$ cat config.mk
export PLATFORM = sky130hd
export DESIGN_NAME = serial_pattern_shifter
export DESIGN_NICKNAME = d
export VERILOG_FILES = /design/src/rtl/serial_pattern_shifter_pkg.sv /design/src/rtl/serial_pattern_shifter_clk_tick_gen.sv /design/src/rtl/serial_pattern_shifter.sv
export SDC_FILE = /design/constraint.sdc
export NUM_CORES = 1
export LEC_CHECK = 0
export ABC_AREA = 1
export ABC_CLOCK_PERIOD_IN_PS = 3500
export CORE_AREA = 8 8 126 128
export CTS_CLUSTER_DIAMETER = 40
export DETAILED_ROUTE_END_ITERATION = 12
export DIE_AREA = 0 0 134 136
export GPL_TIMING_DRIVEN = 0
export REMOVE_ABC_BUFFERS = 1
export SETUP_SLACK_MARGIN = 0.02
export SYNTH_ARGS = -nofsm -noshare
export SYNTH_HDL_FRONTEND = slang
export SYNTH_HIERARCHICAL = 1
export SYNTH_SLANG_ARGS = --single-unit
$ cat constraint.sdc
create_clock -name clk -period 3.5 [get_ports clk]
set_clock_uncertainty 0.2 [all_clocks]
set_input_delay 0.7 -clock clk [delete_from_list [all_inputs] [get_ports clk]]
set_output_delay 0.7 -clock clk [all_outputs]
set_load 0.02 [all_outputs]
$ cat src/rtl/serial_pattern_shifter_pkg.sv
// Shared types and constants for the serial pattern shifter.
// The optional latch phase is selected by the SERIAL_STROBE_EN macro in the top.
package serial_shift_pkg;

    typedef enum logic [1:0] {
        IDLE  = 2'd0,
        SHIFT = 2'd1,
        LATCH = 2'd2
    } state_e;

    localparam logic MODE_ONESHOT = 1'b0;
    localparam logic MODE_ROTATE  = 1'b1;

endpackage

$ cat src/rtl/serial_pattern_shifter_clk_tick_gen.sv
// Half-period tick generator: pulses tick_o every div_i+1 cycles while run_i is high.
// Reusable by other LED/serial blocks that need a divided strobe.
module clk_tick_gen #(
    parameter int DIV_WIDTH = 24
) (
    input  logic                 clk,
    input  logic                 rst,
    input  logic                 restart_i,
    input  logic                 run_i,
    input  logic [DIV_WIDTH-1:0] div_i,
    output logic                 tick_o
);

    logic [DIV_WIDTH-1:0] cnt_q;
    logic [DIV_WIDTH-1:0] cnt_d;

    assign tick_o = run_i & (cnt_q == div_i);

    // Counter next state: restart wins, then wrap on tick, else count while running.
    always_comb begin
        cnt_d = cnt_q;
        if (restart_i) begin
            cnt_d = {DIV_WIDTH{1'b0}};
        end else if (run_i) begin
            if (tick_o) begin
                cnt_d = {DIV_WIDTH{1'b0}};
            end else begin
                cnt_d = cnt_q + {{(DIV_WIDTH-1){1'b0}}, 1'b1};
            end
        end else begin
            cnt_d = cnt_q;
        end
    end

    // Counter register.
    always_ff @(posedge clk or posedge rst) begin
        if (rst) begin
            cnt_q <= {DIV_WIDTH{1'b0}};
        end else begin
            cnt_q <= cnt_d;
        end
    end

endmodule

$ cat src/rtl/serial_pattern_shifter.sv
// Multi-channel MSB-first serial pattern generator with shared divided sclk, one-shot or rotate.
// Define SERIAL_STROBE_EN to add a one-half-period LATCH phase with a strobe pulse per word.
module serial_pattern_shifter
    import serial_shift_pkg::*;
#(
    parameter int WIDTH     = 8,
    parameter int CHANNELS  = 1,
    parameter int DIV_WIDTH = 24
) (
    input  logic                      clk,
    input  logic                      rst,
    input  logic                      enable,
    input  logic [DIV_WIDTH-1:0]      div,
    input  logic                      mode,
    input  logic                      load_valid,
    output logic                      load_ready,
    input  logic [CHANNELS*WIDTH-1:0] load_data,
    output logic                      sclk,
    output logic [CHANNELS-1:0]       sdata,
    output logic                      busy,
    output logic                      word_done,
    output logic                      strobe
);

    localparam int BIT_W = (WIDTH > 1) ? $clog2(WIDTH) : 1;
    localparam logic [BIT_W-1:0] LAST_BIT = BIT_W'(WIDTH - 1);

    state_e                            state_q, state_d;
    logic [DIV_WIDTH-1:0]              div_q, div_d;
    logic                              mode_q, mode_d;
    logic [CHANNELS-1:0][WIDTH-1:0]    shreg_q, shreg_d;
    logic [BIT_W-1:0]                  bit_cnt_q, bit_cnt_d;
    logic                              sclk_q, sclk_d;
    logic                              busy_q, busy_d;
    logic                              word_done_q, word_done_d;
    logic                              accept_s;
    logic                              tick_s;
    logic                              continue_s;
    logic [CHANNELS-1:0][WIDTH-1:0]    shifted_s;

    assign load_ready = enable & (state_q == IDLE);
    assign accept_s   = load_valid & load_ready;
    assign continue_s = (mode_q == MODE_ROTATE) & enable;
    assign sclk       = sclk_q;
    assign busy       = busy_q;
    assign word_done  = word_done_q;

    clk_tick_gen #(
        .DIV_WIDTH (DIV_WIDTH)
    ) u_tick (
        .clk       (clk),
        .rst       (rst),
        .restart_i (accept_s),
        .run_i     (state_q != IDLE),
        .div_i     (div_q),
        .tick_o    (tick_s)
    );

    // Per-lane MSB and next shifted value; rotate recirculates the MSB so the pattern self-restores.
    always_comb begin
        sdata     = {CHANNELS{1'b0}};
        shifted_s = shreg_q;
        for (int c = 0; c < CHANNELS; c++) begin
            sdata[c] = shreg_q[c][WIDTH-1];
            if (mode_q == MODE_ROTATE) begin
                shifted_s[c] = {shreg_q[c][WIDTH-2:0], shreg_q[c][WIDTH-1]};
            end else begin
                shifted_s[c] = {shreg_q[c][WIDTH-2:0], 1'b0};
            end
        end
    end

`ifdef SERIAL_STROBE_EN
    logic strobe_q, strobe_d;
    assign strobe = strobe_q;
`else
    assign strobe = 1'b0;
`endif

    // Next-state and datapath control.
    always_comb begin
        state_d     = state_q;
        div_d       = div_q;
        mode_d      = mode_q;
        shreg_d     = shreg_q;
        bit_cnt_d   = bit_cnt_q;
        sclk_d      = sclk_q;
        busy_d      = busy_q;
        word_done_d = 1'b0;
`ifdef SERIAL_STROBE_EN
        strobe_d    = 1'b0;
`endif
        case (state_q)
            IDLE: begin
                if (accept_s) begin
                    state_d   = SHIFT;
                    div_d     = div;
                    mode_d    = mode;
                    shreg_d   = load_data;
                    bit_cnt_d = LAST_BIT;
                    sclk_d    = 1'b0;
                    busy_d    = 1'b1;
                end else begin
                    busy_d    = 1'b0;
                end
            end
            SHIFT: begin
                if (!tick_s) begin
                    state_d = SHIFT;
                end else if (!sclk_q) begin
                    sclk_d = 1'b1;
                end else begin
                    sclk_d  = 1'b0;
                    shreg_d = shifted_s;
                    if (bit_cnt_q == {BIT_W{1'b0}}) begin
                        bit_cnt_d = LAST_BIT;
`ifdef SERIAL_STROBE_EN
                        state_d  = LATCH;
                        strobe_d = 1'b1;
`else
                        word_done_d = 1'b1;
                        if (continue_s) begin
                            state_d = SHIFT;
                        end else begin
                            state_d = IDLE;
                            busy_d  = 1'b0;
                        end
`endif
                    end else begin
                        bit_cnt_d = bit_cnt_q - BIT_W'(1);
                    end
                end
            end
`ifdef SERIAL_STROBE_EN
            LATCH: begin
                if (tick_s) begin
                    word_done_d = 1'b1;
                    if (continue_s) begin
                        state_d = SHIFT;
                    end else begin
                        state_d = IDLE;
                        busy_d  = 1'b0;
                    end
                end else begin
                    strobe_d = 1'b1;
                end
            end
`endif
            default: begin
                state_d = IDLE;
                busy_d  = 1'b0;
                sclk_d  = 1'b0;
            end
        endcase
    end

    // State and output registers; reset aborts any word in flight.
    always_ff @(posedge clk or posedge rst) begin
        if (rst) begin
            state_q     <= IDLE;
            div_q       <= {DIV_WIDTH{1'b0}};
            mode_q      <= MODE_ONESHOT;
            shreg_q     <= {(CHANNELS*WIDTH){1'b0}};
            bit_cnt_q   <= {BIT_W{1'b0}};
            sclk_q      <= 1'b0;
            busy_q      <= 1'b0;
            word_done_q <= 1'b0;
`ifdef SERIAL_STROBE_EN
            strobe_q    <= 1'b0;
`endif
        end else begin
            state_q     <= state_d;
            div_q       <= div_d;
            mode_q      <= mode_d;
            shreg_q     <= shreg_d;
            bit_cnt_q   <= bit_cnt_d;
            sclk_q      <= sclk_d;
            busy_q      <= busy_d;
            word_done_q <= word_done_d;
`ifdef SERIAL_STROBE_EN
            strobe_q    <= strobe_d;
`endif
        end
    end

endmodule

### Yosys cells after proc, flatten, opt, wreduce, memory -nomap -nowiden

Cells that the tools add are included.

| word-level totals | value |
|---|---|
| output and inout port bits | 6 |
| input bits | 37 |
| bits in writable memories | 0 |
| latch bits | 0 |
| bits in registers | 65 |
| memories kept | 0 |
| logic and storage cells | 67 |
| ROM bits | 0 |

| operators by class | value |
|---|---|
| magnitude comparators | 0 |
| mux-type cells | 33 |
| bitwise operators | 4 |
| shifts and indexed selects | 0 |
| eq/ne operators | 9 |
| div/mod/pow operators | 0 |
| multipliers | 0 |
| reduce and logical (&&, ||, !) cells | 10 |
| add/sub/neg operators | 2 |

Operators with widths:

| cell | count |
|---|---|
| 24-bit 2-to-1 mux | 3 |
| 24-bit by 1-bit adder with 24-bit output (second input constant) | 1 |
| 24-bit == test | 1 |
| 8-bit 2-to-1 mux | 3 |
| 8-bit one-hot mux with 2 select lines | 1 |
| 1-bit 2-to-1 mux | 14 |
| 3-bit 2-to-1 mux | 4 |
| 2-bit inequality test (second input constant) | 5 |
| 2-bit 2-to-1 mux | 4 |
| 4-bit AND reduction | 2 |
| 3-bit inequality test (second input constant) | 2 |
| 3-bit one-hot mux with 2 select lines | 1 |
| 2-bit nonzero test | 3 |
| 1-bit bitwise AND | 4 |
| 1-bit one-hot mux with 2 select lines | 2 |
| 2-bit one-hot mux with 2 select lines | 1 |
| 2-bit AND reduction | 2 |
| 3-bit zero test | 1 |
| 3-bit AND reduction | 1 |
| 3-bit by 1-bit subtractor with 3-bit output (second input constant) | 1 |
| 2-bit by 1-bit == test with 1-bit output (second input constant) | 1 |
| 2-bit zero test | 1 |

### Longest topological paths before layout

Gate-level depths: netlist (run 1).

| logic depth | value |
|---|---|
| depth after elaboration | 6 |
| gate-level depth with buffers | 13 |

### Cells and area by module

Netlist (run 1), hierarchy kept.

By module, submodules not included:

| module | cells each | instances | area an instance (µm²) |
|---|---|---|---|
| clk_tick_gen | 374 | 1 | 2278.4 |
| serial_pattern_shifter | 219 | 1 | 1791.7 |

### Worst setup path after synthesis (run 1)

Ideal clock, no wire load.

| path | value |
|---|---|
| kind | input port to flip-flop |
| from | input port load_valid |
| to | register u_tick.cnt_q[22] |
| path slack | 1.570 ns |
| data arrival time | 1.665 ns |
| path buffers | 2 |
| cell stages on the path | 7 |
| path through | nand3_4 -> inv_2 -> buf_4 -> nor2_1 -> buf_2 -> nand3_1 -> nand2_1 |

| between the ends | value |
|---|---|
| longest elaborated chain between the ends | 2 |

RTL lines:

| element | line | RTL |
|---|---|---|
| from (decl) | serial_pattern_shifter.sv:15 | `input logic load_valid,` |
| 1-bit bitwise AND * | serial_pattern_shifter.sv:42 | `assign accept_s = load_valid & load_ready;` |
| via accept_s | serial_pattern_shifter.sv:36 | `logic accept_s;` |
| 24-bit 2-to-1 mux or 2-bit nonzero test (tied branches) | - |  |
| to (signal assigned) | serial_pattern_shifter_clk_tick_gen.sv:38 | `cnt_q <= {DIV_WIDTH{1'b0}};` |
| to (signal assigned) | serial_pattern_shifter_clk_tick_gen.sv:40 | `cnt_q <= cnt_d;` |
| to (decl) | serial_pattern_shifter_clk_tick_gen.sv:14 | `logic [DIV_WIDTH-1:0] cnt_q;` |

Mark *: on every way through the listed nets, which the timed path passes. The rest lies on a longest branch.
A chain may end at the register's enable or synchronous reset.

### Final worst setup path (run 1)

| path | value |
|---|---|
| from | register state_q[0] |
| to | register u_tick.cnt_q[11] |

| between the ends | value |
|---|---|
| longest elaborated chain between the ends | 5 |

RTL lines:

| element | line | RTL |
|---|---|---|
| from (decl) | serial_pattern_shifter.sv:28 | `state_e state_q, state_d;` |
| from (signal assigned) | serial_pattern_shifter.sv:172 | `state_q <= state_d;` |
| 2-bit nonzero test | serial_pattern_shifter.sv:54 | `.run_i (state_q != IDLE),` |
| 1-bit bitwise AND | serial_pattern_shifter_clk_tick_gen.sv:17 | `assign tick_o = run_i & (cnt_q == div_i);` |
| 24-bit 2-to-1 mux | serial_pattern_shifter_clk_tick_gen.sv:25 | `if (tick_o) begin` |
| 24-bit 2-to-1 mux | serial_pattern_shifter_clk_tick_gen.sv:24 | `end else if (run_i) begin` |
| 24-bit 2-to-1 mux | serial_pattern_shifter_clk_tick_gen.sv:22 | `if (restart_i) begin` |

Parallel ways exist; a longest one is shown, timed or not. The select of a mux whose other input is x is not followed.

==> results of run 1 <==
synthesized netlist by cell type, drive strengths merged:
cell	instances	share of area, %
nand3b	2	0.37
nand2	279	26
clkbuf	3	0.31
ha	3	0.92
nand4	13	2.0
nor4	2	0.31
buf	21	4.0
xor2	13	2.8
xnor2	3	0.65
nor3	4	0.61
inv	69	6.5
a21oi	2	0.25
o21ai	7	0.95
nor2	45	4.9
nand3	62	9.8
dfrtp	64	39
conb	1	0.092
layout make-up:
type	count	area [um2]	area share, %
clock buffer	10	229.0	4.689
clock inverter	6	70.07	1.435
inverter	69	266.5	5.457
multi-input combinational	436	2033	41.63
sequential	64	1602	32.80
tap	184	230.2	4.714
timing repair buffer	43	452.9	9.275
worst max-delay path, cell delays in order, from the launching register on:
cell	delay, ps
sky130_fd_sc_hd__dfrtp_1	850
sky130_fd_sc_hd__inv_8	90
sky130_fd_sc_hd__nand3_4	380
sky130_fd_sc_hd__inv_2	340
sky130_fd_sc_hd__nor2_2	580
sky130_fd_sc_hd__buf_16	230
sky130_fd_sc_hd__nand3_1	80
sky130_fd_sc_hd__nand2_1	80
state kept, by name, indices dropped and copies added, names as in the netlist:
register      count
word_done         1
state_q           1
shreg_q           8
mode_q            1
u_tick/cnt_q     24
bit_cnt_q         3
busy              1
div_q            24
sclk              1
cells by family (layout without fill, tap and decap cells):
| family | count (synthesis) | in the layout | share of synthesized area, % |
|---|---|---|---|
| compound gates | 9 | 9 | 1.199 |
| fa+ha+maj | 3 | 3 | 0.9223 |
| simple gates | 407 | 407 | 44.17 |
| flops | 64 | 64 | 39.35 |
| other cells | 1 | 1 | 0.09213 |
| xor+xnor | 16 | 16 | 3.443 |
| buf+inv | 93 | 128 | 10.82 |
per-stage QoR:
stage                     area [um2]  hold slack [ps]
after floorplan                 3896            248.8
final                           4883            282.1
after global routing            4883            322.7
after CTS                       4883            286.3
after detailed placement        4584            271.5
after global placement          4537            269.3
placed cells by master (no fill, tap or decap), types with 2 or more instances in the layout:
master / count
sky130_fd_sc_hd__dfrtp_1: 64
sky130_fd_sc_hd__nor3_1: 3
sky130_fd_sc_hd__clkinvlp_4: 3
sky130_fd_sc_hd__nand2_2: 4
sky130_fd_sc_hd__nor4_1: 2
sky130_fd_sc_hd__nor2_4: 2
sky130_fd_sc_hd__xnor2_1: 3
sky130_fd_sc_hd__nor2_1: 35
sky130_fd_sc_hd__nor2_2: 8
sky130_fd_sc_hd__ha_1: 3
sky130_fd_sc_hd__inv_1: 58
sky130_fd_sc_hd__nand3b_1: 2
sky130_fd_sc_hd__nand2_1: 274
sky130_fd_sc_hd__clkinv_4: 2
sky130_fd_sc_hd__nand3_1: 47
sky130_fd_sc_hd__clkbuf_16: 9
sky130_fd_sc_hd__clkdlybuf4s50_1: 41
sky130_fd_sc_hd__nand3_2: 13
sky130_fd_sc_hd__inv_2: 10
sky130_fd_sc_hd__nand3_4: 2
sky130_fd_sc_hd__o21ai_0: 6
sky130_fd_sc_hd__nand4_1: 13
sky130_fd_sc_hd__a21oi_1: 2
sky130_fd_sc_hd__xor2_1: 13
path summary, 6_finish.rpt:
check | cells after the start | endpoint | slack (ps)
max in group asynchronous | 2 | u_tick/cnt_q[14]$_DFFE_PP0P_ | 1760
worst max-delay path | 7 | u_tick/cnt_q[11]$_DFFE_PP0P_ | 570
worst min-delay path | 2 | div_q[0]$_DFFE_PP0P_ | 280
worst max register to register | 7 | u_tick/cnt_q[11]$_DFFE_PP0P_ | 570
worst min register to register | 2 | div_q[0]$_DFFE_PP0P_ | 280
min in group asynchronous | 2 | div_q[1]$_DFFE_PP0P_ | 690
power breakdown:
group,leakage (nW),switching [mW],internal (mW)
registers,0.824,0.207,0.945
logic,1.58,0.489,0.365
clock network,0.135,0.338,0.553
total,2.54,1.03,1.86
per-layer routing:
layer	part of all wire [%]	vias up	track usage, %
met3	4.8	10	2.993
met2	47	58	18.46
met1	47	1631	14.34
met5	0	-	0
li1	-	1878	-
met4	1.3	0	4.429
==> impl_results.html, run 1 <==
<table>
<tr><th>Metric</th><th>Value</th></tr>
<tr><th colspan="2">Placement</th></tr>
<tr><td>IO Port Bufs</td><td>41</td></tr>
<tr><td>Number of placed instances with taps included</td><td>796</td></tr>
<tr><td>Gp weighted congestion</td><td>0.8627</td></tr>
<tr><td>Worst setup slack before clock tree synthesis</td><td>236.9 ps</td></tr>
<tr><td>Post-detail-place hpwl</td><td>7.306 mm</td></tr>
<tr><th colspan="2">Setup path</th></tr>
<tr><td>Critical Path AT</td><td>3000 ps</td></tr>
<tr><td>Largest fanout on the critical path</td><td>38</td></tr>
<tr><td>Critical path data required time</td><td>3570 ps</td></tr>
<tr><td>Type of destination of the critical path</td><td>register</td></tr>
<tr><td>CP startpoint</td><td>state_q[0]$_DFFE_PP0P_</td></tr>
<tr><td>Startpoint of the worst register-to-register path</td><td>state_q[0]$_DFFE_PP0P_</td></tr>
<tr><td>Startpoint type of the worst setup path</td><td>register</td></tr>
<tr><td>Start-to-end type of the worst setup path</td><td>register to register</td></tr>
<tr><th colspan="2">Timing</th></tr>
<tr><td>Tmin final</td><td>2930 ps</td></tr>
<tr><td>Share of the cycle needed by the critical path after routing</td><td>83.72%</td></tr>
<tr><td>Slew @ Worst Pin</td><td>952.7 ps</td></tr>
<tr><td>Total Neg Setup Slack</td><td>0 ps</td></tr>
<tr><td>Max-slew violations</td><td>0</td></tr>
<tr><td>Count of endpoints failing setup in the final report</td><td>0</td></tr>
<tr><td>Relative max-transition margin</td><td>36.42%</td></tr>
<tr><td>Worst setup slack after layout</td><td>569.8 ps</td></tr>
<tr><td>Highest clock frequency the design can meet</td><td>341.3 MHz</td></tr>
<tr><td>Endpoints failing hold</td><td>0</td></tr>
<tr><td>Unrepaired setup endpoints after global routing</td><td>no</td></tr>
<tr><th colspan="2">Detailed routing</th></tr>
<tr><td>Average wire per cell in the routed design</td><td>12.22 um</td></tr>
<tr><td>Post-route antenna net violation count</td><td>0</td></tr>
<tr><td>Total number of vias</td><td>3577</td></tr>
<tr><td>Iteration-0 DRC count of the detailed router</td><td>175</td></tr>
<tr><td>Via density per instance</td><td>4.405</td></tr>
<tr><td>Router iterations before antenna repair</td><td>4</td></tr>
<tr><td>Final routed DRC violation total</td><td>0</td></tr>
<tr><td>Final wirelength</td><td>9.919 mm</td></tr>
<tr><th colspan="2">Cells and area</th></tr>
<tr><td>Area Growth Syn to Fin</td><td>19.98%</td></tr>
<tr><td>NumNets Final</td><td>663</td></tr>
<tr><td>Utilization of the core after routing</td><td>34.79%</td></tr>
<tr><td># diodes</td><td>0</td></tr>
<tr><td>Fraction of layout instances using a drive strength above 1</td><td>9.554%</td></tr>
<tr><td>Number of fillers in the final layout</td><td>1517</td></tr>
<tr><td>Final cell count without fillers</td><td>812</td></tr>
<tr><th colspan="2">GRT</th></tr>
<tr><td>Maximum number of pins on one net before global-route repair</td><td>41</td></tr>
<tr><td>Initial antenna violation count</td><td>0</td></tr>
<tr><td>Number of global-route vias before repair</td><td>3430</td></tr>
<tr><td>Global router's overall resource usage</td><td>11.43%</td></tr>
<tr><td>Total global routing overflow</td><td>0</td></tr>
<tr><td>Global-route wire length before repair</td><td>16.78 mm</td></tr>
<tr><th colspan="2">Power</th></tr>
<tr><td>Static leakage</td><td>2.537 nW</td></tr>
<tr><td>Maximum vdd ir drop</td><td>0.0002965 V</td></tr>
<tr><td>Design Power</td><td>2.897 mW</td></tr>
<tr><td>Power per Cell Area</td><td>593.2 mW/mm2</td></tr>
<tr><th colspan="2">Floorplan</th></tr>
<tr><td>Number of top-level pins</td><td>43</td></tr>
<tr><td>Starting density of the core</td><td>28.99%</td></tr>
<tr><td>Number of cell rows</td><td>44</td></tr>
<tr><td>Horiz. Die Dim</td><td>134 um</td></tr>
<tr><td>Die span in y</td><td>136 um</td></tr>
<tr><td>Area of the die</td><td>0.01822 mm2</td></tr>
<tr><td>Placeable core region</td><td>0.01404 mm2</td></tr>
<tr><th colspan="2">Logic synthesis</th></tr>
<tr><td>Number of warnings issued by yosys</td><td>6</td></tr>
<tr><td>Register area share after synthesis</td><td>39.35%</td></tr>
<tr><td>Mean Syn Cell Area</td><td>6.864 um2</td></tr>
<tr><td>Synth Cell Area</td><td>0.004070 mm2</td></tr>
<tr><td>Register bit total from synthesis</td><td>64</td></tr>
<tr><td>Count of unique library cells instantiated by Yosys</td><td>30</td></tr>
<tr><td>Gate count after technology mapping</td><td>593</td></tr>
<tr><th colspan="2">Run status</th></tr>
<tr><td>Result of the run</td><td>finished clean</td></tr>
<tr><th colspan="2">Hold path</th></tr>
<tr><td>Tightest Hold Check Type</td><td>register to register</td></tr>
<tr><td>Min-Delay Startpoint</td><td>div_q[0]$_DFFE_PP0P_</td></tr>
<tr><th colspan="2">Clock tree</th></tr>
<tr><td># hold bufs at CTS</td><td>0</td></tr>
<tr><td>CTS sink count</td><td>64</td></tr>
<tr><td>Number of levels in the clock H-tree</td><td>3</td></tr>
<tr><td>Number of instances resized during post-cts repair</td><td>0</td></tr>
<tr><td>Number of CTS-inserted buffers</td><td>9</td></tr>
<tr><td>TritonCTS clock tree</td><td>built</td></tr>
<tr><td>Cell at the root of the clock tree</td><td>sky130_fd_sc_hd__clkbuf_16</td></tr>
<tr><td>Maximum root-to-sink buffer count</td><td>2</td></tr>
<tr><td>Post-CTS repair timing setup buffer count</td><td>0</td></tr>
<tr><td>Worst-Skew Late Latency</td><td>330 ps</td></tr>
<tr><td>Clock slew seen by the registers of the worst setup and hold paths</td><td>60 ps</td></tr>
<tr><th colspan="2">Job</th></tr>
<tr><td>Max-cap violation count</td><td>0</td></tr>
</table>
(Power assumes the default switching activity.)
==> run 2: changes to the inputs <==
--- a/config.mk
+++ b/config.mk
@@ -6,7 +6,7 @@
 export NUM_CORES = 1
 export LEC_CHECK = 0
 export ABC_AREA = 1
-export ABC_CLOCK_PERIOD_IN_PS = 3500
+export ABC_CLOCK_PERIOD_IN_PS = 2500
 export CORE_AREA = 8 8 126 128
 export CTS_CLUSTER_DIAMETER = 40
 export DETAILED_ROUTE_END_ITERATION = 12
==> constraint.sdc (replaced) <==
create_clock -name clk -period 2.5 [get_ports clk]
set_clock_uncertainty 0.2 [all_clocks]
set_input_delay 0.5 -clock clk [delete_from_list [all_inputs] [get_ports clk]]
set_output_delay 0.5 -clock clk [all_outputs]
set_load 0.02 [all_outputs]
==> run 2 against run 1 <==
Against the previous run:
- setup slack worse by 370 ps
- flip-flop and latch count stayed put
- total power is 41% higher
- design area is 0.87% higher
- critical endpoint is now load_ready
- largest cell class unchanged
- largest power group unchanged
==> impl_results.html, run 2 (same netlist as run 1, synthesis figures left out) <==
<table>
<tr><th>Metric</th><th>Value</th></tr>
<tr><th colspan="2">Run status</th></tr>
<tr><td>Result of the run</td><td>finished clean (unchanged)</td></tr>
<tr><th colspan="2">Setup path</th></tr>
<tr><td>Critical Path AT</td><td>1600 ps (was 3000 ps)</td></tr>
<tr><td>Startpoint of the worst register-to-register path</td><td>u_tick/cnt_q[15]$_DFFE_PP0P_ (was state_q[0]$_DFFE_PP0P_)</td></tr>
<tr><td>Largest fanout on the critical path</td><td>4 (was 38)</td></tr>
<tr><td>Type of destination of the critical path</td><td>output port (was register)</td></tr>
<tr><td>Critical path data required time</td><td>1800 ps (was 3570 ps)</td></tr>
<tr><td>Start-to-end type of the worst setup path</td><td>input port to output port (was register to register)</td></tr>
<tr><td>Startpoint type of the worst setup path</td><td>input port (was register)</td></tr>
<tr><td>Reg2Reg Setup Slack</td><td>230 ps (was 570 ps)</td></tr>
<tr><td>R2R depth</td><td>13 (was 7)</td></tr>
<tr><td>Destination of the worst register-to-register timing path</td><td>bit_cnt_q[2]$_DFFE_PP0P_ (was u_tick/cnt_q[11]$_DFFE_PP0P_)</td></tr>
<tr><th colspan="2">Power</th></tr>
<tr><td>Static leakage</td><td>2.545 nW (was 2.537 nW)</td></tr>
<tr><td>Gate power share</td><td>29.7% (was 29.5%)</td></tr>
<tr><td>Proportion of power drawn by the clock network</td><td>30.6% (was 30.8%)</td></tr>
<tr><td>Maximum vdd ir drop</td><td>0.0004152 V (was 0.0002965 V)</td></tr>
<tr><td>Power per Cell Area</td><td>827.5 mW/mm2 (was 593.2 mW/mm2)</td></tr>
<tr><td>Switching pwr</td><td>1.464 mW (was 1.033 mW)</td></tr>
<tr><td>Switching power as a share of total power</td><td>35.91% (was 35.67%)</td></tr>
<tr><td>Fraction of power consumed by sequential logic</td><td>39.7% (was 39.8%)</td></tr>
<tr><td>P_int</td><td>2.612 mW (was 1.864 mW)</td></tr>
<tr><th colspan="2">GRT</th></tr>
<tr><td>Global-route wire length before repair</td><td>16.81 mm (was 16.78 mm)</td></tr>
<tr><td>Maximum number of pins on one net before global-route repair</td><td>41 (unchanged)</td></tr>
<tr><td>Total global routing overflow</td><td>0 (unchanged)</td></tr>
<tr><td>Number of global-route vias before repair</td><td>3442 (was 3430)</td></tr>
<tr><td>Initial antenna violation count</td><td>0 (unchanged)</td></tr>
<tr><td>Global router's overall resource usage</td><td>11.45% (was 11.43%)</td></tr>
<tr><th colspan="2">Detailed routing</th></tr>
<tr><td>Router iterations before antenna repair</td><td>5 (was 4)</td></tr>
<tr><td>Via density per instance</td><td>4.410 (was 4.405)</td></tr>
<tr><td>Post-route antenna net violation count</td><td>0 (unchanged)</td></tr>
<tr><td>Average wire per cell in the routed design</td><td>12.56 um (was 12.22 um)</td></tr>
<tr><td>Final wirelength</td><td>10.22 mm (was 9.919 mm)</td></tr>
<tr><td>Total number of vias</td><td>3585 (was 3577)</td></tr>
<tr><td>Final routed DRC violation total</td><td>0 (unchanged)</td></tr>
<tr><td>Iteration-0 DRC count of the detailed router</td><td>182 (was 175)</td></tr>
<tr><th colspan="2">Clock tree</th></tr>
<tr><td>Clock slew seen by the registers of the worst setup and hold paths</td><td>60 ps (about the same)</td></tr>
<tr><td>Worst-Skew Late Latency</td><td>330 ps (about the same)</td></tr>
<tr><td>Number of CTS-inserted buffers</td><td>9 (unchanged)</td></tr>
<tr><td>CTS sink count</td><td>64 (unchanged)</td></tr>
<tr><td>Cell at the root of the clock tree</td><td>sky130_fd_sc_hd__clkbuf_16 (unchanged)</td></tr>
<tr><td>Maximum root-to-sink buffer count</td><td>2 (unchanged)</td></tr>
<tr><td>Number of levels in the clock H-tree</td><td>3 (unchanged)</td></tr>
<tr><td>TritonCTS clock tree</td><td>built (unchanged)</td></tr>
<tr><td>Post-CTS repair timing setup buffer count</td><td>0 (unchanged)</td></tr>
<tr><th colspan="2">Cells and area</th></tr>
<tr><td>Register area</td><td>0.001603 mm2 (was 0.001602 mm2)</td></tr>
<tr><td>Number of fillers in the final layout</td><td>1516 (was 1517)</td></tr>
<tr><td>Area taken by multi-input logic gates</td><td>0.002068 mm2 (was 0.002033 mm2)</td></tr>
<tr><td>Final std cell area, no fill</td><td>0.004926 mm2 (was 0.004883 mm2)</td></tr>
<tr><td>Top Registers</td><td>div_q (24), u_tick/cnt_q (24), shreg_q (8) (unchanged)</td></tr>
<tr><td># diodes</td><td>0 (unchanged)</td></tr>
<tr><td>Most used cells in the layout excluding fill and tap cells</td><td>sky130_fd_sc_hd__nand2_1, sky130_fd_sc_hd__dfrtp_1, sky130_fd_sc_hd__inv_1, sky130_fd_sc_hd__nand3_1, sky130_fd_sc_hd__clkdlybuf4s50_1 (unchanged)</td></tr>
<tr><td>NumNets Final</td><td>664 (was 663)</td></tr>
<tr><td>Leading cell type in the layout, fill and taps excluded</td><td>sky130_fd_sc_hd__nand2_1 (unchanged)</td></tr>
<tr><td>Area Growth Syn to Fin</td><td>21.03% (was 19.98%)</td></tr>
<tr><td>Fraction of layout instances using a drive strength above 1</td><td>10.17% (was 9.554%)</td></tr>
<tr><th colspan="2">Job</th></tr>
<tr><td>Max-cap violation count</td><td>0 (unchanged)</td></tr>
<tr><th colspan="2">Hold path</th></tr>
<tr><td>Terminating pin of the worst hold path</td><td>div_q[0]$_DFFE_PP0P_ (unchanged)</td></tr>
<tr><td>Hold Path Depth</td><td>2 (unchanged)</td></tr>
<tr><td>Min-Delay Startpoint</td><td>div_q[0]$_DFFE_PP0P_ (unchanged)</td></tr>
<tr><td>Tightest Hold Check Type</td><td>register to register (unchanged)</td></tr>
<tr><th colspan="2">Floorplan</th></tr>
<tr><td>Die span in y</td><td>136 um (unchanged)</td></tr>
<tr><td>Placeable core region</td><td>0.01404 mm2 (unchanged)</td></tr>
<tr><td>Number of top-level pins</td><td>43 (unchanged)</td></tr>
<tr><td>Area of the die</td><td>0.01822 mm2 (unchanged)</td></tr>
<tr><td>Horiz. Die Dim</td><td>134 um (unchanged)</td></tr>
<tr><td>Number of cell rows</td><td>44 (unchanged)</td></tr>
<tr><td>Starting density of the core</td><td>28.99% (unchanged)</td></tr>
<tr><th colspan="2">Timing</th></tr>
<tr><td>Tmin final</td><td>2304 ps</td></tr>
<tr><td>Slew @ Worst Pin</td><td>957.9 ps (was 952.7 ps)</td></tr>
<tr><td>Endpoints failing hold</td><td>0 (unchanged)</td></tr>
<tr><td>Unrepaired setup endpoints after global routing</td><td>yes (was no)</td></tr>
<tr><td>Max-slew violations</td><td>0 (unchanged)</td></tr>
<tr><td>Highest clock frequency the design can meet</td><td>434.1 MHz</td></tr>
<tr><td>Count of endpoints failing setup in the final report</td><td>0 (unchanged)</td></tr>
<tr><td>Worst setup slack after layout</td><td>196.2 ps (was 569.8 ps)</td></tr>
<tr><td>Share of the cycle needed by the critical path after routing</td><td>92.15%</td></tr>
<tr><td>Relative max-transition margin</td><td>36.07% (was 36.42%)</td></tr>
<tr><th colspan="2">Placement</th></tr>
<tr><td>Instance area after placement</td><td>0.004584 mm2 (unchanged)</td></tr>
<tr><td>Worst setup slack before clock tree synthesis</td><td>-563.1 ps (was 236.9 ps)</td></tr>
<tr><td>IO Port Bufs</td><td>41 (unchanged)</td></tr>
<tr><td>Post-detail-place hpwl</td><td>7.306 mm (unchanged)</td></tr>
<tr><td>Gp weighted congestion</td><td>0.8627 (unchanged)</td></tr>
</table>
==> run 2: critical path, stage by stage <==
cell,delay [ps]
sky130_fd_sc_hd__clkdlybuf4s50_1,600
sky130_fd_sc_hd__inv_1,60
sky130_fd_sc_hd__nor2_1,90
sky130_fd_sc_hd__dlygate4sd2_1,350
==> run 2: layout make-up <==
class / instances / area share (%)
Sequential cell: 64 / 32.54
Timing Repair Buffer: 43 / 9.169
Multi-Input combinational cell: 437 / 41.99
Inverter: 69 / 5.563
Clock buffer: 10 / 4.648
Clock inverter: 6 / 1.422
Tap cell: 184 / 4.674
==> run 2: worst max path at each step <==
stage | startpoint | to | slack [ps] | cells after the start
2_1_floorplan | state_q[0]$_DFFE_PP0P_ | u_tick/cnt_q[0]$_DFFE_PP0P_ | -350 | 6
3_3_place_gp | enable | u_tick/cnt_q[1]$_DFFE_PP0P_ | -1640 | 6
3_5_place_dp | enable | u_tick/cnt_q[11]$_DFFE_PP0P_ | -560 | 7
4_1_cts | state_q[0]$_DFFE_PP0P_ | u_tick/cnt_q[11]$_DFFE_PP0P_ | 20 | 7
5_1_grt | u_tick/cnt_q[15]$_DFFE_PP0P_ | bit_cnt_q[2]$_DFFE_PP0P_ | 0.5 | 13
6_report | enable | load_ready | 200 | 4
==> run 2: per-layer routing <==
metal / part of all wire (%) / GRT usage (%) / vias to the layer above / routed length, um
li1: - / - / 1885 / -
met1: 46 / 14.34 / 1609 / 4714
met2: 47 / 18.51 / 77 / 4790
met3: 5.4 / 2.993 / 14 / 547
met4: 1.6 / 4.429 / 0 / 162
met5: 0 / 0 / - / 0
==> run 2: per-stage QoR <==
| stage | util [%] | instances | TNS (ps) | total power, mW | hold WS, ps |
|---|---|---|---|---|---|
| floorplan | - | 569 | -7903 | 2.433 | 248.8 |
| global placement | 32.32 | 794 | -45730 | 2.786 | 269.3 |
| detailed placement | 32.66 | 796 | -15520 | 2.835 | 271.5 |
| CTS | 34.91 | 812 | 0 | 4.116 | 286.3 |
| global route | 35.09 | 813 | 0 | 4.384 | 322.7 |
| finish | 35.09 | 813 | 0 | 4.076 | 281.2 |
==> run 2: timing repair <==
item                                    CTS  global route
gates resized for setup                   6             4
hold buffers                              0             0
endpoints found under the setup margin   37            29
cloned                                    0             1
==> run 2: power groups by stage <==
stage	clock (mW)	combinational [mW]	sequential [mW]
finish	1.25	1.21	1.62
global placement	0	1.16	1.63
global route	1.33	1.40	1.66
floorplan	0	0.878	1.56
CTS	1.28	1.22	1.62
detailed placement	0	1.21	1.63
==> run 3: changes to the inputs <==
--- a/config.mk
+++ b/config.mk
@@ -6,11 +6,12 @@
 export NUM_CORES = 1
 export LEC_CHECK = 0
 export ABC_AREA = 1
-export ABC_CLOCK_PERIOD_IN_PS = 2500
+export ABC_CLOCK_PERIOD_IN_PS = 2200
 export CORE_AREA = 8 8 126 128
 export CTS_CLUSTER_DIAMETER = 40
 export DETAILED_ROUTE_END_ITERATION = 12
 export DIE_AREA = 0 0 134 136
+export DONT_BUFFER_PORTS = 1
 export GPL_TIMING_DRIVEN = 0
 export REMOVE_ABC_BUFFERS = 1
 export SETUP_SLACK_MARGIN = 0.02
==> constraint.sdc (replaced) <==
create_clock -name clk -period 2.2 [get_ports clk]
set_clock_uncertainty 0.2 [all_clocks]
set_input_delay 0.44 -clock clk [delete_from_list [all_inputs] [get_ports clk]]
set_output_delay 0.44 -clock clk [all_outputs]
set_load 0.02 [all_outputs]
==> run 3 against run 2 <==
Against the previous run:
- flip-flop and latch count unchanged
- sequential power is 15% higher
- combinational power up 15%
- count of clock-buffer cells in the layout is 1 higher
- die area unchanged
- largest power group unchanged
==> impl_results.html, run 3 (same netlist as run 1, synthesis figures left out) <==
<table>
<tr><th>Metric</th><th>Value</th></tr>
<tr><th colspan="2">Run status</th></tr>
<tr><td>Result of the run</td><td>finished clean (unchanged)</td></tr>
<tr><th colspan="2">Timing</th></tr>
<tr><td>Slew @ Worst Pin</td><td>1014 ps (was 957.9 ps)</td></tr>
<tr><td>Unrepaired setup endpoints after global routing</td><td>yes (unchanged)</td></tr>
<tr><td>Count of endpoints failing setup in the final report</td><td>0 (unchanged)</td></tr>
<tr><td>Max-slew violations</td><td>0 (unchanged)</td></tr>
<tr><td>Relative max-transition margin</td><td>32.29% (was 36.07%)</td></tr>
<tr><td>Worst setup slack after layout</td><td>42.64 ps (was 196.2 ps)</td></tr>
<tr><td>Highest clock frequency the design can meet</td><td>463.5 MHz</td></tr>
<tr><td>Final worst hold slack</td><td>14.26 ps (was 281.2 ps)</td></tr>
<tr><td>Tmin final</td><td>2157 ps</td></tr>
<tr><td>Share of the cycle needed by the critical path after routing</td><td>98.06%</td></tr>
<tr><td>Total Neg Setup Slack</td><td>0 ps (unchanged)</td></tr>
<tr><td>Endpoints failing hold</td><td>0 (unchanged)</td></tr>
<tr><th colspan="2">Placement</th></tr>
<tr><td>Post-detail-place hpwl</td><td>7.148 mm (was 7.306 mm)</td></tr>
<tr><td>Gp weighted congestion</td><td>0.8913 (was 0.8627)</td></tr>
<tr><td>Number of placed instances with taps included</td><td>755 (was 796)</td></tr>
<tr><td>IO Port Bufs</td><td>0 (was 41)</td></tr>
<tr><td>Worst setup slack before clock tree synthesis</td><td>-801.3 ps (was -563.1 ps)</td></tr>
<tr><td>Instance area after placement</td><td>0.004174 mm2 (was 0.004584 mm2)</td></tr>
<tr><th colspan="2">Floorplan</th></tr>
<tr><td>Horiz. Die Dim</td><td>134 um (unchanged)</td></tr>
<tr><td>Die span in y</td><td>136 um (unchanged)</td></tr>
<tr><td>Starting density of the core</td><td>28.99% (unchanged)</td></tr>
<tr><td>Number of top-level pins</td><td>43 (unchanged)</td></tr>
<tr><td>Area of the die</td><td>0.01822 mm2 (unchanged)</td></tr>
<tr><td>Number of cell rows</td><td>44 (unchanged)</td></tr>
<tr><td>Placeable core region</td><td>0.01404 mm2 (unchanged)</td></tr>
<tr><th colspan="2">Power</th></tr>
<tr><td>Proportion of power drawn by the clock network</td><td>35.2% (was 30.6%)</td></tr>
<tr><td>Gate power share</td><td>27.7% (was 29.7%)</td></tr>
<tr><td>Design Power</td><td>5.026 mW (was 4.076 mW)</td></tr>
<tr><td>Switching power as a share of total power</td><td>33.56% (was 35.91%)</td></tr>
<tr><td>Fraction of power consumed by sequential logic</td><td>37.1% (was 39.7%)</td></tr>
<tr><td>Power per Cell Area</td><td>1025 mW/mm2 (was 827.5 mW/mm2)</td></tr>
<tr><td>Static leakage</td><td>2.553 nW (was 2.545 nW)</td></tr>
<tr><td>Maximum vdd ir drop</td><td>0.0005413 V (was 0.0004152 V)</td></tr>
<tr><td>P_int</td><td>3.339 mW (was 2.612 mW)</td></tr>
<tr><td>Switching pwr</td><td>1.687 mW (was 1.464 mW)</td></tr>
<tr><th colspan="2">GRT</th></tr>
<tr><td>Global-route wire length before repair</td><td>16.92 mm (was 16.81 mm)</td></tr>
<tr><td>Global router's overall resource usage</td><td>11.71% (was 11.45%)</td></tr>
<tr><td>Number of global-route vias before repair</td><td>3392 (was 3442)</td></tr>
<tr><td>Initial antenna violation count</td><td>0 (unchanged)</td></tr>
<tr><td>Total global routing overflow</td><td>0 (unchanged)</td></tr>
<tr><td>Maximum number of pins on one net before global-route repair</td><td>41 (unchanged)</td></tr>
<tr><th colspan="2">Cells and area</th></tr>
<tr><td>Final std cell area, no fill</td><td>0.004905 mm2 (was 0.004926 mm2)</td></tr>
<tr><td>Top Registers</td><td>div_q (24), u_tick/cnt_q (24), shreg_q (8) (unchanged)</td></tr>
<tr><td>NumNets Final</td><td>647 (was 664)</td></tr>
<tr><td># diodes</td><td>0 (unchanged)</td></tr>
<tr><td>Final cell count without fillers</td><td>796 (was 813)</td></tr>
<tr><td>Most used cells in the layout excluding fill and tap cells</td><td>sky130_fd_sc_hd__nand2_1, sky130_fd_sc_hd__dfrtp_1, sky130_fd_sc_hd__inv_1, sky130_fd_sc_hd__nand3_1, sky130_fd_sc_hd__nor2_1 (was sky130_fd_sc_hd__nand2_1, sky130_fd_sc_hd__dfrtp_1, sky130_fd_sc_hd__inv_1, sky130_fd_sc_hd__nand3_1, sky130_fd_sc_hd__clkdlybuf4s50_1)</td></tr>
<tr><td>Number of fillers in the final layout</td><td>1509 (was 1516)</td></tr>
<tr><td>Utilization of the core after routing</td><td>34.94% (was 35.09%)</td></tr>
<tr><td>Leading cell type in the layout, fill and taps excluded</td><td>sky130_fd_sc_hd__nand2_1 (unchanged)</td></tr>
<tr><td>Fraction of layout instances using a drive strength above 1</td><td>17.48% (was 10.17%)</td></tr>
<tr><td>Area Growth Syn to Fin</td><td>20.50% (was 21.03%)</td></tr>
<tr><th colspan="2">Setup path</th></tr>
<tr><td>R2R depth</td><td>11 (was 13)</td></tr>
<tr><td>Critical path data required time</td><td>2220 ps (was 1800 ps)</td></tr>
<tr><td>CP startpoint</td><td>u_tick/cnt_q[19]$_DFFE_PP0P_ (was enable)</td></tr>
<tr><td>Most frequent CP cell</td><td>sky130_fd_sc_hd__nand2_1</td></tr>
<tr><td>Max stage delay on crit path</td><td>400 ps (was 600 ps)</td></tr>
<tr><td>Cell chain of the critical path</td><td>buf_4 &gt; nand2_1 &gt; nand4_1 &gt; nor4_2 &gt; nand2_1 &gt; nor2_4 &gt; nand3_4 &gt; nand2_8 &gt; nand2_2 &gt; nand2_1 &gt; nand2_1 (was clkdlybuf4s50_1 &gt; inv_1 &gt; nor2_1 &gt; dlygate4sd2_1)</td></tr>
<tr><td>Start-to-end type of the worst setup path</td><td>register to register (was input port to output port)</td></tr>
<tr><td>Cell with the largest stage delay on the worst path</td><td>sky130_fd_sc_hd__dfrtp_1 (was sky130_fd_sc_hd__clkdlybuf4s50_1)</td></tr>
<tr><td>Largest fanout on the critical path</td><td>13 (was 4)</td></tr>
<tr><td>Type of destination of the critical path</td><td>register (was output port)</td></tr>
<tr><td>Startpoint type of the worst setup path</td><td>register (was input port)</td></tr>
<tr><td>Critical Path AT</td><td>2180 ps (was 1600 ps)</td></tr>
<tr><td>Startpoint of the worst register-to-register path</td><td>u_tick/cnt_q[19]$_DFFE_PP0P_ (was u_tick/cnt_q[15]$_DFFE_PP0P_)</td></tr>
<tr><th colspan="2">Detailed routing</th></tr>
<tr><td>Final wirelength</td><td>10.45 mm (was 10.22 mm)</td></tr>
<tr><td>Final routed DRC violation total</td><td>0 (unchanged)</td></tr>
<tr><td>Average wire per cell in the routed design</td><td>13.13 um (was 12.56 um)</td></tr>
<tr><td>Iteration-0 DRC count of the detailed router</td><td>216 (was 182)</td></tr>
<tr><td>Post-route antenna net violation count</td><td>0 (unchanged)</td></tr>
<tr><td>Router iterations before antenna repair</td><td>4 (was 5)</td></tr>
<tr><td>Total number of vias</td><td>3607 (was 3585)</td></tr>
<tr><td>Via density per instance</td><td>4.531 (was 4.410)</td></tr>
<tr><th colspan="2">Clock tree</th></tr>
<tr><td>TritonCTS clock tree</td><td>built (unchanged)</td></tr>
<tr><td>Cell at the root of the clock tree</td><td>sky130_fd_sc_hd__clkbuf_16 (unchanged)</td></tr>
<tr><td>Maximum root-to-sink buffer count</td><td>2 (unchanged)</td></tr>
<tr><td>Clock slew seen by the registers of the worst setup and hold paths</td><td>60 ps (about the same)</td></tr>
<tr><td>Number of CTS-inserted buffers</td><td>9 (unchanged)</td></tr>
<tr><td>Worst-Skew Late Latency</td><td>330 ps (about the same)</td></tr>
<tr><td>CTS sink count</td><td>64 (unchanged)</td></tr>
<tr><td>Number of levels in the clock H-tree</td><td>3 (unchanged)</td></tr>
<tr><th colspan="2">Job</th></tr>
<tr><td>Max-cap violation count</td><td>0 (unchanged)</td></tr>
<tr><th colspan="2">Hold path</th></tr>
<tr><td>Tightest Hold Check Type</td><td>input port to register (was register to register)</td></tr>
<tr><td>Min-Delay Startpoint</td><td>div[6] (was div_q[0]$_DFFE_PP0P_)</td></tr>
<tr><td>Hold Path Depth</td><td>2 (unchanged)</td></tr>
</table>
## run 3: cell types whose count changed in the layout (fill, tap and decap cells not counted), sizes merged
cell and delta:
clkbuf +1, clkinv -1, dlygate4sd3 +1, bufinv +3, clkinvlp -2, buf +22
clkdlybuf4s50 -40, dlygate4sd2 -1, inv -1, nand3 +1
## run 3: critical path, delay by kind of cell, from the launching register on
kind | cells | cell delay (ps)
flip-flops | 1 | 400
AND/OR/NAND/NOR | 10 | 1290
buffers and inverters | 1 | 150
## run 3: worst paths after layout
path                                               end  slack (ps)
min                               div_q[6]$_DFFE_PP0P_          10
min in group asynchronous  u_tick/cnt_q[1]$_DFFE_PP0P_          40
max reg2reg                   bit_cnt_q[2]$_DFFE_PP0P_          40
min reg2reg                       div_q[0]$_DFFE_PP0P_         290
max in group asynchronous       state_q[0]$_DFFE_PP0P_         650
max                           bit_cnt_q[2]$_DFFE_PP0P_          40
## run 3: repair_timing
item | 4_1_cts | 5_1_grt
pin swaps | 2 | 6
cloned | 1 | 1
hold buffers | 1 | 0
endpoints found under the hold margin | 40 | 0
resized for setup | 12 | 25
buffers inserted | 4 | 18
endpoints found under the setup margin | 62 | 37
## run 3: final cells by class
type	instances	area (um2)	share of cell area, %
multi-input cells	438	2150	43.83
flip-flops and latches	64	1613	32.88
inverters	69	279.0	5.689
repair buffers	25	262.8	5.357
clock buffers	11	242.7	4.949
well taps	184	230.2	4.694
clock inverters	5	127.6	2.602
## run 3: power groups by stage
stage / combinational [mW] / clock, mW / sequential, mW
after global routing: 1.60 / 1.84 / 1.91
after floorplan: 0.998 / 0 / 1.77
after CTS: 1.28 / 1.80 / 1.87
after detailed placement: 1.24 / 0 / 1.88
final: 1.39 / 1.77 / 1.86
after global placement: 1.18 / 0 / 1.88
## run 3: routing by layer
metal | vias up | GRT usage (%) | wire, um
li1 | 1846 | - | -
met1 | 1654 | 14.11 | 4637
met2 | 87 | 18.99 | 4948
met3 | 20 | 2.919 | 574
met4 | 0 | 6.238 | 288
met5 | - | 0 | 0
